<file path="config.mk">
export PLATFORM = sky130hd
export DESIGN_NAME = seq_mult_add
export DESIGN_NICKNAME = d
export VERILOG_FILES = /design/src/rtl/arith_pkg.sv /design/src/rtl/full_adder.sv /design/src/rtl/seq_mult_add.sv
export SDC_FILE = /design/constraint.sdc
export NUM_CORES = 1
export LEC_CHECK = 0
export BUFFER_PORTS_ARGS = -buffer_cell sky130_fd_sc_hd__buf_4
export CAP_MARGIN = 20
export CORE_MARGIN = 4
export CORE_UTILIZATION = 55
export CTS_BUF_LIST = sky130_fd_sc_hd__clkbuf_8
export CTS_CLUSTER_DIAMETER = 150
export DETAILED_ROUTE_END_ITERATION = 8
export MAX_ROUTING_LAYER = met4
export PLACE_DENSITY_LB_ADDON = 0.3
export SETUP_SLACK_MARGIN = 0.05
export SLEW_MARGIN = 10
export SYNTH_ARGS = -nofsm -noshare
export SYNTH_HDL_FRONTEND = slang
export SYNTH_SLANG_ARGS = --single-unit
</file>
<file path="constraint.sdc">
create_clock -name clk -period 4.1 [get_ports clk]
set_input_delay 0.82 -clock clk [delete_from_list [all_inputs] [get_ports clk]]
set_output_delay 0.82 -clock clk [all_outputs]
set_load 0.01 [all_outputs]
</file>
<file path="src/rtl/arith_pkg.sv">
// Shared arithmetic definitions for the ALU iterative units.
// Holds the multiply-accumulate FSM state type and a helper that sizes
// the iteration counter from the operand width.
package arith_pkg;

    typedef enum logic {
        IDLE = 1'b0,
        BUSY = 1'b1
    } mul_state_t;

    // Counter must hold 0..n-1; never let it collapse to zero bits.
    function automatic int cnt_width(input int n);
        return (n < 2) ? 1 : $clog2(n);
    endfunction

endpackage

</file>
<file path="src/rtl/full_adder.sv">
// W-bit unsigned adder with carry in/out.
// Ports:
//   a, b   : W-bit addends
//   c_in   : carry in
//   sum    : W-bit sum
//   c_out  : carry out of the top bit
module full_adder #(
    parameter int W = 16
) (
    input  logic [W-1:0] a,
    input  logic [W-1:0] b,
    input  logic         c_in,
    output logic [W-1:0] sum,
    output logic         c_out
);

    assign {c_out, sum} = {1'b0, a} + {1'b0, b} + {{W{1'b0}}, c_in};

endmodule

</file>
<file path="src/rtl/seq_mult_add.sv">
// Sequential shift-and-add multiply-accumulate: P = A*B + C in N cycles.
// Inverse datapath of the iterative divider (A=Q, B=divisor, C=R gives
// back the dividend); also used as a plain multiplier with C=0.
// Ports:
//   clk, reset : clock, synchronous active-high reset
//   start      : load A/B/C and (re)start; aborts any running operation
//   A, B, C    : N-bit unsigned operands, sampled only on the start edge
//   busy       : high while iterating (exactly N cycles)
//   done       : one-cycle pulse when P/ovf are written
//   valid      : P/ovf hold a completed result (cleared by start/reset)
//   P          : 2N-bit result
//   ovf        : result does not fit in N bits
module seq_mult_add
    import arith_pkg::*;
#(
    parameter int N = 8
) (
    input  logic           clk,
    input  logic           reset,
    input  logic           start,
    input  logic [N-1:0]   A,
    input  logic [N-1:0]   B,
    input  logic [N-1:0]   C,
    output logic           busy,
    output logic           done,
    output logic           valid,
    output logic [2*N-1:0] P,
    output logic           ovf
);

    localparam int            CW   = cnt_width(N);
    localparam logic [CW-1:0] LAST = CW'(N - 1);

    mul_state_t       state_q, state_d;
    logic [2*N-1:0]   mcand_q;
    logic [N-1:0]     mplier_q;
    logic [2*N-1:0]   acc_q;
    logic [CW-1:0]    cnt_q;

    logic [2*N-1:0]   addend;
    logic [2*N-1:0]   acc_next;
    logic             add_cout;
    logic             last;

    // Partial product for this iteration: shifted multiplicand gated by the
    // current multiplier LSB.
    assign addend = mplier_q[0] ? mcand_q : '0;
    assign last   = (state_q == BUSY) && (cnt_q == LAST);

    full_adder #(.W(2*N)) u_acc_add (
        .a     (acc_q),
        .b     (addend),
        .c_in  (1'b0),
        .sum   (acc_next),
        .c_out (add_cout)
    );

    // State register
    always_ff @(posedge clk) begin
        if (reset) state_q <= IDLE;
        else       state_q <= state_d;
    end

    // Next-state logic; a start always wins, even on the completion edge.
    always_comb begin
        state_d = state_q;
        if (start)     state_d = BUSY;
        else if (last) state_d = IDLE;
    end

    // Outputs decoded from state
    always_comb begin
        busy = (state_q == BUSY);
    end

    // Datapath and result registers
    always_ff @(posedge clk) begin
        if (reset) begin
            mcand_q  <= '0;
            mplier_q <= '0;
            acc_q    <= '0;
            cnt_q    <= '0;
            P        <= '0;
            ovf      <= 1'b0;
            done     <= 1'b0;
            valid    <= 1'b0;
        end else begin
            done <= 1'b0;
            if (start) begin
                mcand_q  <= {{N{1'b0}}, A};
                mplier_q <= B;
                acc_q    <= {{N{1'b0}}, C};
                cnt_q    <= '0;
                valid    <= 1'b0;
            end else if (state_q == BUSY) begin
                acc_q    <= acc_next;
                mcand_q  <= mcand_q << 1;
                mplier_q <= mplier_q >> 1;
                if (last) begin
                    P     <= acc_next;
                    ovf   <= |acc_next[2*N-1:N];
                    done  <= 1'b1;
                    valid <= 1'b1;
                end else begin
                    cnt_q <= cnt_q + CW'(1);
                end
            end
        end
    end

    // (2^N-1)^2 + 2^N-1 < 2^2N, so the accumulate can never carry out.
    always_ff @(posedge clk) begin
        if (!reset && state_q == BUSY)
            assert (add_cout == 1'b0);
    end

endmodule

</file>
======== After elaboration in Yosys (flattened, before gate mapping) ========
Cells that the tools add are included.
Widths: inputs -> output; s select.
storage, ports and cells
  memories ................................ 0
  input port bits ......................... 27
  output and inout port bits .............. 20
  latch bits .............................. 0
  bits in read-only memories .............. 0
  register bits ........................... 63
  RAM bits ................................ 0
  logic and storage cells ................. 36
operators by class
  muxes and demuxes ....................... 10
  order comparisons ....................... 0
  shift operators ......................... 0
  bitwise logic cells ..................... 3
  eq/ne operators ......................... 1
  reductions and logical operators ........ 9
  multipliers ............................. 0
  $add $sub $neg .......................... 2
  divide/modulo/power cells ............... 0
operators by type and width
  kind                 count
  $mux 8               6
  $add 16x16->16       1
  $mux 16              1
  $reduce_or 8->1      1
  $reduce_and 2->1     2
  $reduce_bool 2->1    2
  $add 3x1->3 const B  1
  $eq 3x3->1 const B   1
  $mux 1               3
  $not 1->1            3
  $reduce_and 3->1     1
  $reduce_or 3->1      1
  $reduce_or 2->1      1
  $logic_and 1x1->1    1

======== Depth between registers and ports, before layout ========
  depth after elaboration ................. 4
  mapped depth ............................ 11
  mapped depth without buffers ............ 10

======== Cells and area by module ========
From an unflattened synthesis, not the netlist that was laid out.
unflattened totals
  cells, all modules ...................... 360
  area, all modules ....................... 3503.4 sq um
modules (own cells, without submodules)
  module        area each (sq um)  seq. area each (sq um)  cells an instance  times used
  seq_mult_add  2770.2             1261.2                  271                1
  full_adder    733.2              0.0                     89                 1

======== Worst setup path after synthesis ========
No wires, ideal clock.
  path kind ............................... register to register
  from .................................... register mplier_q[0]
  to ...................................... register ovf
  setup time .............................. 124 ps
  stages on the path, launching flop included .. 12
  required time ........................... 3976 ps
  clock period less this slack ............ 2877 ps
  arrival time ............................ 2753 ps
  setup slack ............................. 1223 ps
  path buffers ............................ 1
  cells stage by stage .................... dfxtp_1 -> clkbuf_1 -> and2_1 -> ha_1 -> fa_1 -> a21oi_2 -> o211ai_2 -> o31ai_4 -> xnor2_1 -> or4_1 -> nor4_1 -> a21oi_1
on the way
  cells in the longest elaborated chain, start to end .. 3
RTL lines
  element                 line                 source
  from (decl)             seq_mult_add.sv:36   logic [N-1:0] mplier_q;
  from (signal assigned)  seq_mult_add.sv:98   mplier_q <= mplier_q >> 1;
  $mux 16                 seq_mult_add.sv:47   assign addend = mplier_q[0] ? mcand_q : '0;
  $add 16x16->16          full_adder.sv:17     assign {c_out, sum} = {1'b0, a} + {1'b0, b} + {{W{1'b0}}, c_in};
  $reduce_or 8->1         seq_mult_add.sv:101  ovf <= |acc_next[2*N-1:N];
  to (signal assigned)    seq_mult_add.sv:101
  to (decl)               seq_mult_add.sv:28   output logic ovf
No other way between the ends.
A chain may end at the register's enable or synchronous reset.

======== Worst setup path after layout ========
Ends and elaborated chain as after synthesis.

==> impl_metrics.csv <==
group,metric,value,unit
outcome,outcome,"complete, no violations",
cells_and_area,syn_to_final_growth,16.25,%
drt,vias,2894,
pwr,p_per_area,337.1,nW/µm²
cells_and_area,num_antenna_cells,0,
critical_path,cpPeakStageDelay,530,ps
critical_path,crit_buf_inv,0,
timing,max_slew_margin,0.4943,
cts,hold_buffers,0,
drt,post_drt_wl_per_cell,14.19,µm
global_route,grt_use_met2,0.3016,
timing,drv_slew,0,
global_route,antenna_found_initial,0,
cells_and_area,nNetsFinal,487,
cts,h-tree-depth,3,
global_route,track_usage,0.2128,
global_route,use_met1,0.2874,
critical_path,worstSetupStartpointType,"flip-flop",
global_route,grt_pass1_vias,2710,
cells_and_area,final_area,3991,µm²
timing,clock.fmax,0.3242,GHz
drt,drtIter0Drc,150,
global_route,grt_use_met3,0.04352,
critical_path,critPathSlowestCell,"or4_1",
worst_hold_path,hp-class,"reg2reg",
drt,drc_errors,0,
synth,yosysSeqAreaShare,0.3673,
pwr,seqPwrFrac,0.481,
synth,synth_area_leaders,"dfxtp_1 37%, mux2i_1 11%, nor2_1 8.3%",
critical_path,reg2reg_to,"ovf$_SDFFE_PP0P_",
critical_path,crit_path_end_kind,"flip-flop",
critical_path,cp_top_family,"simple AND/OR/NAND/NOR gates",
critical_path,critPathKind,"reg2reg",
die,die_w,87.01,µm
cts,cts.repair.resized,0,
synth,synthArstFlopShare,0,
cts,cts_root_buf,"clkbuf_8",
synth,syn_nets,451,
global_route,grt_max_degree,53,
critical_path,crit_cells,10,
drt,finalWirelength,7392,µm
synth,synth.distinct_cells,52,
critical_path,crit_fanout,17,
critical_path,critical_path.cell_chain,"and2_1 -> ha_1 -> fa_1 -> a21oi_2 -> o211ai_2 -> o31ai_4 -> xnor2_1 -> or4_1 -> nor4_1 -> a21oi_1",
placed_design,gp_congestion,0.9600,
critical_path,arrival,3310,ps
placed_design,portBuffers,46,
timing,rsz0062_at_grt,"false",
cts,clock_path_buffers,2,
global_route,grt_pass1_wl,12410,µm
die,rows,28,
critical_path,setup.worst_path.start,"mplier_q[0]$_SDFFE_PP0P_",
drt,postRouteAntennaNets,0,
cts,clkSinkCount,63,
worst_hold_path,hp-start,"P[11]$_SDFFE_PP0P_",
placed_design,dpl-instance-area,3780,µm²
drt,firstDrtPassIters,4,
placed_design,dp_hpwl,5318,µm
critical_path,crit_required,4320,ps
cts,cts_setup_buffers,0,
pwr,ir_worst_vdd,0.2113,mV
global_route,grt-busiest-layer,"met2",
global_route,grt_overflow,0,
timing,min_period,3085,ps
critical_path,reg2reg_depth,10,
run,maxCapViolCount,0,
critical_path,regToRegStartpoint,"mplier_q[0]$_SDFFE_PP0P_",
synth,syn_area,3433,µm²
pwr,intPower,1038,µW
pwr,leakage,0.001706,µW
die,core-area,5991,µm²
pwr,clockPowerShare,0.427,
synth,synth-edff-count,0,
timing,final.setup.tns,0,ps
pwr,pwr-share-comb,0.092,
synth,netlist_instances,406,
timing,fin_skew,10.34,ps
timing,setup_viol,0,
synth,ys_seq_elements,63,
pwr,sw_frac_of_total,0.2283,
synth,avgSynthCellArea,8.456,µm²
synth,yosysTopAreaCell,"dfxtp_1",
cts,clock_latency,340,ps
critical_path,r2r_slack,1020,ps
cts,cts_buffers,9,
cells_and_area,drive_above_1_share,0.1704,
synth,ys.flop_type,"dfxtp_1",
drt,vias_per_cell,5.555,
timing,min_period_over_period,0.7524,
pwr,power.switching,307.2,µW
critical_path,crit_end,"ovf$_SDFFE_PP0P_",
die,dieHeight,87.01,µm
timing,tightestPinTransition,749.0,ps
synth,netlist.area_leader.share,0.3673,
die,start_util,0.5731,
timing,hold_viol,0,
die,die-area,7571,µm²
die,io_pins,47,
cts,tritoncts,"yes",
cts,clk_pin_slew,70,ps
synth,yosys_warnings,0,
[cell usage in the layout, fill, tap and decap left out, types with 7 or more instances in the layout]
cell type / n
nand2_1: 30
nand3_1: 7
and2_1: 16
dfxtp_1: 62
xnor2_1: 10
o21ai_0: 10
nor2_1: 76
mux2i_1: 38
a21oi_1: 43
clkbuf_8: 10
buf_4: 47
ha_1: 17
inv_1: 7
a211oi_1: 9
[sequential cells by signal, indices dropped and copies added, names as in the netlist]
register / count
cnt_q: 3
acc_q: 16
busy: 1
mcand_q: 16
done: 1
ovf: 1
valid: 1
mplier_q: 8
P: 16
[cells in the mapped netlist, drive strengths merged (2+ instances only)]
cell type  number
nor2           76
dfxtp          63
a21oi          45
mux2i          38
nand2          30
ha             17
and2           16
clkbuf         15
o21ai          11
xnor2          10
a211oi          9
buf             7
nand3           7
inv             6
a21o            5
and3            4
nor3b           4
o21a            4
a2111oi         3
nor3            3
o211ai          3
a221oi          2
a31o            2
nand2b          2
nor2b           2
o21bai          2
o221a           2
or2b            2
[cells by family (layout without fill, tap and decap cells)]
logic type      count (synthesis)  count (layout)  share of synthesized area
flops                          63              63                     0.3673
mux                            38              38                     0.1108
compound gates                 95              95                     0.1866
simple gates                  153             153                     0.2034
fa+ha+maj                      18              18                    0.06778
xor+xnor                       11              11                    0.02806
buf+inv                        28              68                    0.03608
[worst min-delay path: cells and delay by family, from the launching register on]
| kind | cells | cell delay [ps] |
|---|---|---|
| and+or+nand+nor | 1 | 50 |
| AOI/OAI and AO/OA | 1 | 50 |
| DFF | 1 | 310 |
[power groups by stage]
stage | Combinational [µW] | Clock (µW) | Sequential (µW)
2_1_floorplan | 94.9 | 0 | 650
3_3_place_gp | 120 | 0 | 661
3_5_place_dp | 122 | 0 | 661
4_1_cts | 123 | 585 | 648
5_1_grt | 138 | 618 | 650
6_report | 124 | 574 | 647
[worst min-delay path by stage]
stage,slack (ps),cells after the start,endpoint
floorplan,460,2,mcand_q[15]$_SDFFE_PP0P_
global placement,440,2,P[12]$_SDFFE_PP0P_
finish,450,2,P[11]$_SDFFE_PP0P_
detailed placement,450,2,P[1]$_SDFFE_PP0P_
global route,480,2,P[11]$_SDFFE_PP0P_
CTS,460,2,P[1]$_SDFFE_PP0P_
[per-layer routing]
layer / wire length, µm / share of wire
met1: 3666 / 0.50
met2: 3169 / 0.43
met3: 402 / 0.054
met4: 154 / 0.021
met5: 0 / 0
[metrics by stage]
| step | hold slack, ps | setup slack [ps] | cells | power, µW | util |
|---|---|---|---|---|---|
| after floorplan | 460.2 | 1223 | 406 | 745.3 | - |
| after global placement | 443.9 | 1116 | 506 | 780.2 | 0.6310 |
| after detailed placement | 446.7 | 1037 | 506 | 783.8 | 0.6310 |
| after CTS | 456.3 | 1006 | 521 | 1356 | 0.6662 |
| after global routing | 477.3 | 763.4 | 521 | 1406 | 0.6662 |
| final | 454.7 | 1015 | 521 | 1346 | 0.6662 |
[cell type report]
class / count / area (µm²)
timing repair buffer: 47 / 352.8
fill: 526 / 1999
tap: 75 / 93.84
inverter: 6 / 22.52
clock inverter: 5 / 73.82
sequential: 63 / 1262
clock buffer: 10 / 137.6
multi-input combinational: 315 / 2048
(Power assumes the default switching activity.)
